[config.mk]
export PLATFORM = sky130hd
export DESIGN_NAME = spatz_vrf_warb
export DESIGN_NICKNAME = d
export VERILOG_FILES = /design/src/rtl/spatz_vrf_warb.sv
export SDC_FILE = /design/constraint.sdc
export NUM_CORES = 1
export LEC_CHECK = 0
export BUFFER_PORTS_ARGS = -buffer_cell sky130_fd_sc_hd__buf_2
export CAP_MARGIN = 15
export CORE_AREA = 3 3 471 473
export DETAILED_ROUTE_END_ITERATION = 7
export DIE_AREA = 0 0 474 476
export PLACE_DENSITY = 0.3
export SLEW_MARGIN = 40
export SYNTH_ARGS = -nofsm -noshare
export SYNTH_HDL_FRONTEND = slang
export SYNTH_SLANG_ARGS = --single-unit
[constraint.sdc]
create_clock -name clk_i -period 9.65 [get_ports clk_i]
set_input_delay 1.93 -clock clk_i [delete_from_list [all_inputs] [get_ports clk_i]]
set_output_delay 1.93 -clock clk_i [all_outputs]
set_load 0.05 [all_outputs]
[src/rtl/spatz_vrf_warb.sv]
// ----------------------------------------------------------------------------
// spatz_vrf_warb
//
// Write arbiter for a single VRF write port shared by NrRequesters units.
// A round-robin pointer selects one requester per cycle. The winner's payload
// is captured into a one-entry output slot that drives the VRF port. The slot
// can be drained and refilled in the same cycle, so a VRF that accepts every
// cycle sees back-to-back writes. A request reaches vrf_we_o one cycle after
// it is granted.
//
// Optional feature (macro SPATZ_VRF_WARB_PERF_EN):
//   defined   -> stall_cnt_o counts cycles with vrf_we_o=1 and
//                vrf_wvalid_i=0, saturating at all ones.
//   undefined -> stall_cnt_o is tied to zero and no counter is built.
//
// Ports:
//   clk_i         clock; all state changes on the rising edge
//   rst_ni        synchronous active-low reset
//   req_i         per-requester write request
//   waddr_i       per-requester write address
//   wdata_i       per-requester write data
//   wbe_i         per-requester byte enables
//   gnt_o         one-hot grant; the payload is captured in this cycle
//   vrf_we_o      VRF write enable (slot full)
//   vrf_waddr_o   registered write address
//   vrf_wdata_o   registered write data
//   vrf_wbe_o     registered byte enables
//   vrf_wvalid_i  VRF reports the write was performed this cycle
//   stall_cnt_o   stall cycle counter (see above)
//
// Slot states:
//   state | meaning
//   EMPTY | no pending write, vrf_we_o = 0
//   FULL  | payload registers hold a write, vrf_we_o = 1
// ----------------------------------------------------------------------------
module spatz_vrf_warb #(
    parameter int NrRequesters = 3,
    parameter int AddrWidth    = 5,
    parameter int DataWidth    = 256,
    parameter int BeWidth      = DataWidth / 8
) (
    input  logic                                   clk_i,
    input  logic                                   rst_ni,
    input  logic [NrRequesters-1:0]                req_i,
    input  logic [NrRequesters-1:0][AddrWidth-1:0] waddr_i,
    input  logic [NrRequesters-1:0][DataWidth-1:0] wdata_i,
    input  logic [NrRequesters-1:0][BeWidth-1:0]   wbe_i,
    output logic [NrRequesters-1:0]                gnt_o,
    output logic                                   vrf_we_o,
    output logic [AddrWidth-1:0]                   vrf_waddr_o,
    output logic [DataWidth-1:0]                   vrf_wdata_o,
    output logic [BeWidth-1:0]                     vrf_wbe_o,
    input  logic                                   vrf_wvalid_i,
    output logic [31:0]                            stall_cnt_o
);

    localparam int RrWidth = (NrRequesters > 1) ? $clog2(NrRequesters) : 1;

    typedef enum logic {
        EMPTY = 1'b0,
        FULL  = 1'b1
    } state_e;

    state_e                    state_q, state_d;
    logic [RrWidth-1:0]        rr_q, rr_d;

    logic [NrRequesters-1:0]   win_oh;
    logic [RrWidth-1:0]        win_next;
    logic                      win_found;
    int                        cand;
    logic                      slot_free;
    logic                      grant;

    logic [AddrWidth-1:0]      addr_sel, addr_q;
    logic [DataWidth-1:0]      data_sel, data_q;
    logic [BeWidth-1:0]        be_sel, be_q;

    // Round-robin search: offset i walks rr_q, rr_q+1, ... modulo
    // NrRequesters. Indices into req_i stay constant so the search unrolls
    // into a plain priority mux.
    always_comb begin
        win_oh    = '0;
        win_next  = '0;
        win_found = 1'b0;
        cand      = 0;
        for (int i = 0; i < NrRequesters; i++) begin
            cand = int'(rr_q) + i;
            if (cand >= NrRequesters) begin
                cand = cand - NrRequesters;
            end
            for (int k = 0; k < NrRequesters; k++) begin
                if (!win_found && (k == cand) && req_i[k]) begin
                    win_found = 1'b1;
                    win_oh[k] = 1'b1;
                    win_next  = (k == NrRequesters - 1) ? '0 : RrWidth'(k + 1);
                end
            end
        end
    end

    always_comb begin
        addr_sel = '0;
        data_sel = '0;
        be_sel   = '0;
        for (int k = 0; k < NrRequesters; k++) begin
            if (win_oh[k]) begin
                addr_sel = waddr_i[k];
                data_sel = wdata_i[k];
                be_sel   = wbe_i[k];
            end
        end
    end

    // Next-state and grant logic. A full slot counts as free when the VRF
    // takes its write this cycle, which allows drain and refill together.
    // Grants are gated by reset so nothing is accepted while rst_ni is low.
    always_comb begin
        state_d   = state_q;
        rr_d      = rr_q;
        slot_free = (state_q == EMPTY) || vrf_wvalid_i;
        grant     = rst_ni && slot_free && win_found;
        gnt_o     = grant ? win_oh : '0;
        if (grant) begin
            state_d = FULL;
            rr_d    = win_next;
        end else if ((state_q == FULL) && vrf_wvalid_i) begin
            state_d = EMPTY;
        end
    end

    always_ff @(posedge clk_i) begin
        if (!rst_ni) begin
            state_q <= EMPTY;
            rr_q    <= '0;
        end else begin
            state_q <= state_d;
            rr_q    <= rr_d;
        end
    end

    // Data path only loads on a grant; its contents are irrelevant while
    // the slot is empty, so it carries no reset.
    always_ff @(posedge clk_i) begin
        if (grant) begin
            addr_q <= addr_sel;
            data_q <= data_sel;
            be_q   <= be_sel;
        end
    end

    assign vrf_we_o    = (state_q == FULL);
    assign vrf_waddr_o = addr_q;
    assign vrf_wdata_o = data_q;
    assign vrf_wbe_o   = be_q;

`ifdef SPATZ_VRF_WARB_PERF_EN
    logic [31:0] stall_q, stall_d;

    always_comb begin
        stall_d = stall_q;
        if ((state_q == FULL) && !vrf_wvalid_i && (stall_q != 32'hFFFF_FFFF)) begin
            stall_d = stall_q + 32'd1;
        end
    end

    always_ff @(posedge clk_i) begin
        if (!rst_ni) begin
            stall_q <= '0;
        end else begin
            stall_q <= stall_d;
        end
    end

    assign stall_cnt_o = stall_q;
`else
    assign stall_cnt_o = 32'd0;
`endif

endmodule

==> impl_metrics.ini <==
[cts]
cts_setup_buffers = 0
cts_made_buffers = 47
cts_sinks = 296
clk_latency_ns = 0.67
clkTransAtPathRegs_ns = 0.06
ctsHoldBuffers = 0
clockRootBuffer = clkbuf_16
cts_resized = 0
cts_tree = yes
htreeDepth = 2
clockBufferDepth = 3

[floorplan]
coreArea_um2 = 217000
start_util_pct = 7.22
rows = 171
ios = 1214
die_h_um = 476
die_area_um2 = 226000
die_w_um = 474

[sta]
worst_pin_slew_ns = 0.956
setup_viol = 0
slew_viol_final = 0
slew_headroom_pct = 36.2
hold_viol = 0
skew_ns = 0.0334
layout_min_cycle_time_ns = 5.44
rsz0062_at_grt = no
max_freq_mhz = 184
min_period_over_period_pct = 56.4
fin_setup_tns_ns = 0

[synthesis]
synth.top_cell.area_share_pct = 56.0
synthArstFlopShare_pct = 0
ys_ff_latch = 296
syn_area_per_cell_um2 = 15.0
synth_enable_flop_cells = 293
synth.area.top_cells = edfxtp_1 (56%), mux2_2 (21%), a22o_1 (16%), buf_2 (2.8%), buf_4 (1.6%)
synth_commonest_cells = a22o_1 (293), edfxtp_1 (293), mux2_2 (293)
netlist_instances = 1048
synth_cell_types = 30
synth_warnings = 0
ys_seq_area_share_pct = 56.4
synth.largest_area_cell = edfxtp_1
netlist_area_um2 = 15700
synth_flop_cell = edfxtp_1

[min_path]
hold_path_depth = 2
hold_end = rr_q[1]
worst_hold_startpoint = rr_q[1]
hold_path.class = reg2reg

[power_and_ir_drop]
power.total_w = 0.00652
p_leak_nw = 11.3
power_density_nw_per_um2 = 247
ir_drop_uv = 115

[detailed_routing]
drt_pass1_iterations = 4
via_per_inst = 3.03
via_count = 15474
ant_nets = 0
drtIter0Drc = 674
wirelength_um = 142000
routedWlPerCell_um = 27.7
drc = 0

[layout]
fin_area_um2 = 26400
seqCellArea_um2 = 8860
multi_input_area_um2 = 6230
nFillCells = 24987
syn_to_final_growth_pct = 68.1
nets = 3088
drive_gt1_share_pct = 70.1

[worst_setup_path]
endpoint_kind = primary output
crit_arrival_ns = 3.51
r2r_slack_ns = 5.94
r2r_cells = 9
worstSetupPathType = in2out
crit_required_ns = 7.72
r2r-start = rr_q[0]
crit_fanout = 5
worst_setup_path_start_kind = input port
r2r-end = vrf_wdata_o[140]

[placement]
post_dp_cell_area_um2 = 24800
io_buffers = 1181
hpwl_um = 121000
place_congestion = 0.802

[global_route]
grt_max_degree = 136
grt_util_all_layers_pct = 11.9
grt_antenna_before_repair = 230
grt_overflow_total = 0
grt_pass1_vias = 15651
grt_pass1_wl_um = 173000

[flow_run]
max-cap-violations = 0

[run_status]
status = complete, no violations
==> worst max path at each step <==
stage / slack (ns) / cells after the start / endpoint / startpoint
floorplan: 0.85 / 4 / vrf_waddr_o[0] / req_i[0]
global placement: 4.17 / 6 / gnt_o[0] / req_i[2]
detailed placement: 4.22 / 6 / gnt_o[0] / req_i[2]
CTS: 4.22 / 6 / gnt_o[0] / req_i[2]
global route: 4.08 / 6 / gnt_o[0] / req_i[2]
finish: 4.21 / 6 / gnt_o[0] / req_i[2]
==> routing by layer <==
layer / GRT usage [%] / wire, µm / vias to the layer above / share of wire [%]
li1: - / - / 6579 / -
met1: 12.9 / 51600 / 7172 / 36
met2: 20.4 / 66500 / 1168 / 47
met3: 6.75 / 18900 / 415 / 13
met4: 2.34 / 3800 / 140 / 2.7
met5: 0 / 962 / - / 0.68
==> worst max-delay path, cell delays in order <==
cell and delay (ns):
buf_2 0.15, nor3_1 0.08, nor3_1 0.44, nand2_1 0.29, nor2_1 0.30, buf_2 0.32
==> through the flow <==
stage | hold WS [ns] | util, % | instances | setup slack [ns]
5_1_grt | 0.604 | 12.1 | 5096 | 4.08
6_report | 0.553 | 12.1 | 5109 | 4.21
3_5_place_dp | 0.557 | 11.4 | 5003 | 4.22
3_3_place_gp | 0.569 | 11.4 | 5003 | 4.17
2_1_floorplan | 0.509 | - | 1079 | 0.852
4_1_cts | 0.560 | 12.1 | 5086 | 4.22
==> placed cells by master (no fill, tap or decap), drive strengths merged <==
master	instances
conb	32
nand2b	3
nand2	2
nor2	3
inv	7
a21oi	3
and2	1
nor2b	3
o21ai	2
mux2i	2
edfxtp	293
o21a	1
mux2	293
a21bo	2
a211oi	1
nor3	3
clkinvlp	1
bufinv	3
and3	1
clkbuf	58
diode	20
a22o	293
buf	1201
clkinv	19
dfxtp	3
ha	2
o21bai	3
==> final cells by class <==
cell class / count / share of cell area [%]
inverters: 5 / 0.0996
flip-flops and latches: 296 / 33.6
clock buffers: 58 / 4.69
diodes: 20 / 0.190
multi-input cells: 650 / 23.6
repair buffers: 1201 / 23.5
well taps: 2854 / 13.5
clock inverters: 25 / 0.853
==> sequential cells by signal (all words and copies together) (netlist names) <==
| signal | count |
|---|---|
| rr_q | 2 |
| vrf_waddr_o | 5 |
| vrf_wbe_o | 32 |
| vrf_wdata_o | 256 |
| vrf_we_o | 1 |
==> where the power goes <==
group | switching [W] | internal [W]
sequential | 0.0000891 | 0.00185
combinational | 0.00199 | 0.000873
clock | 0.000739 | 0.000987
total | 0.00282 | 0.00371
==> cell families after synthesis <==
kind of cell / share of synthesized area, %
buffers and inverters: 4.76
flip-flops: 56.4
multiplexers: 21.1
other: 0.0239
adder cells (fa/ha/maj): 0.159
AO/OA/AOI/OAI: 16.9
AND/OR/NAND/NOR: 0.534
(Power assumes the default switching activity.)
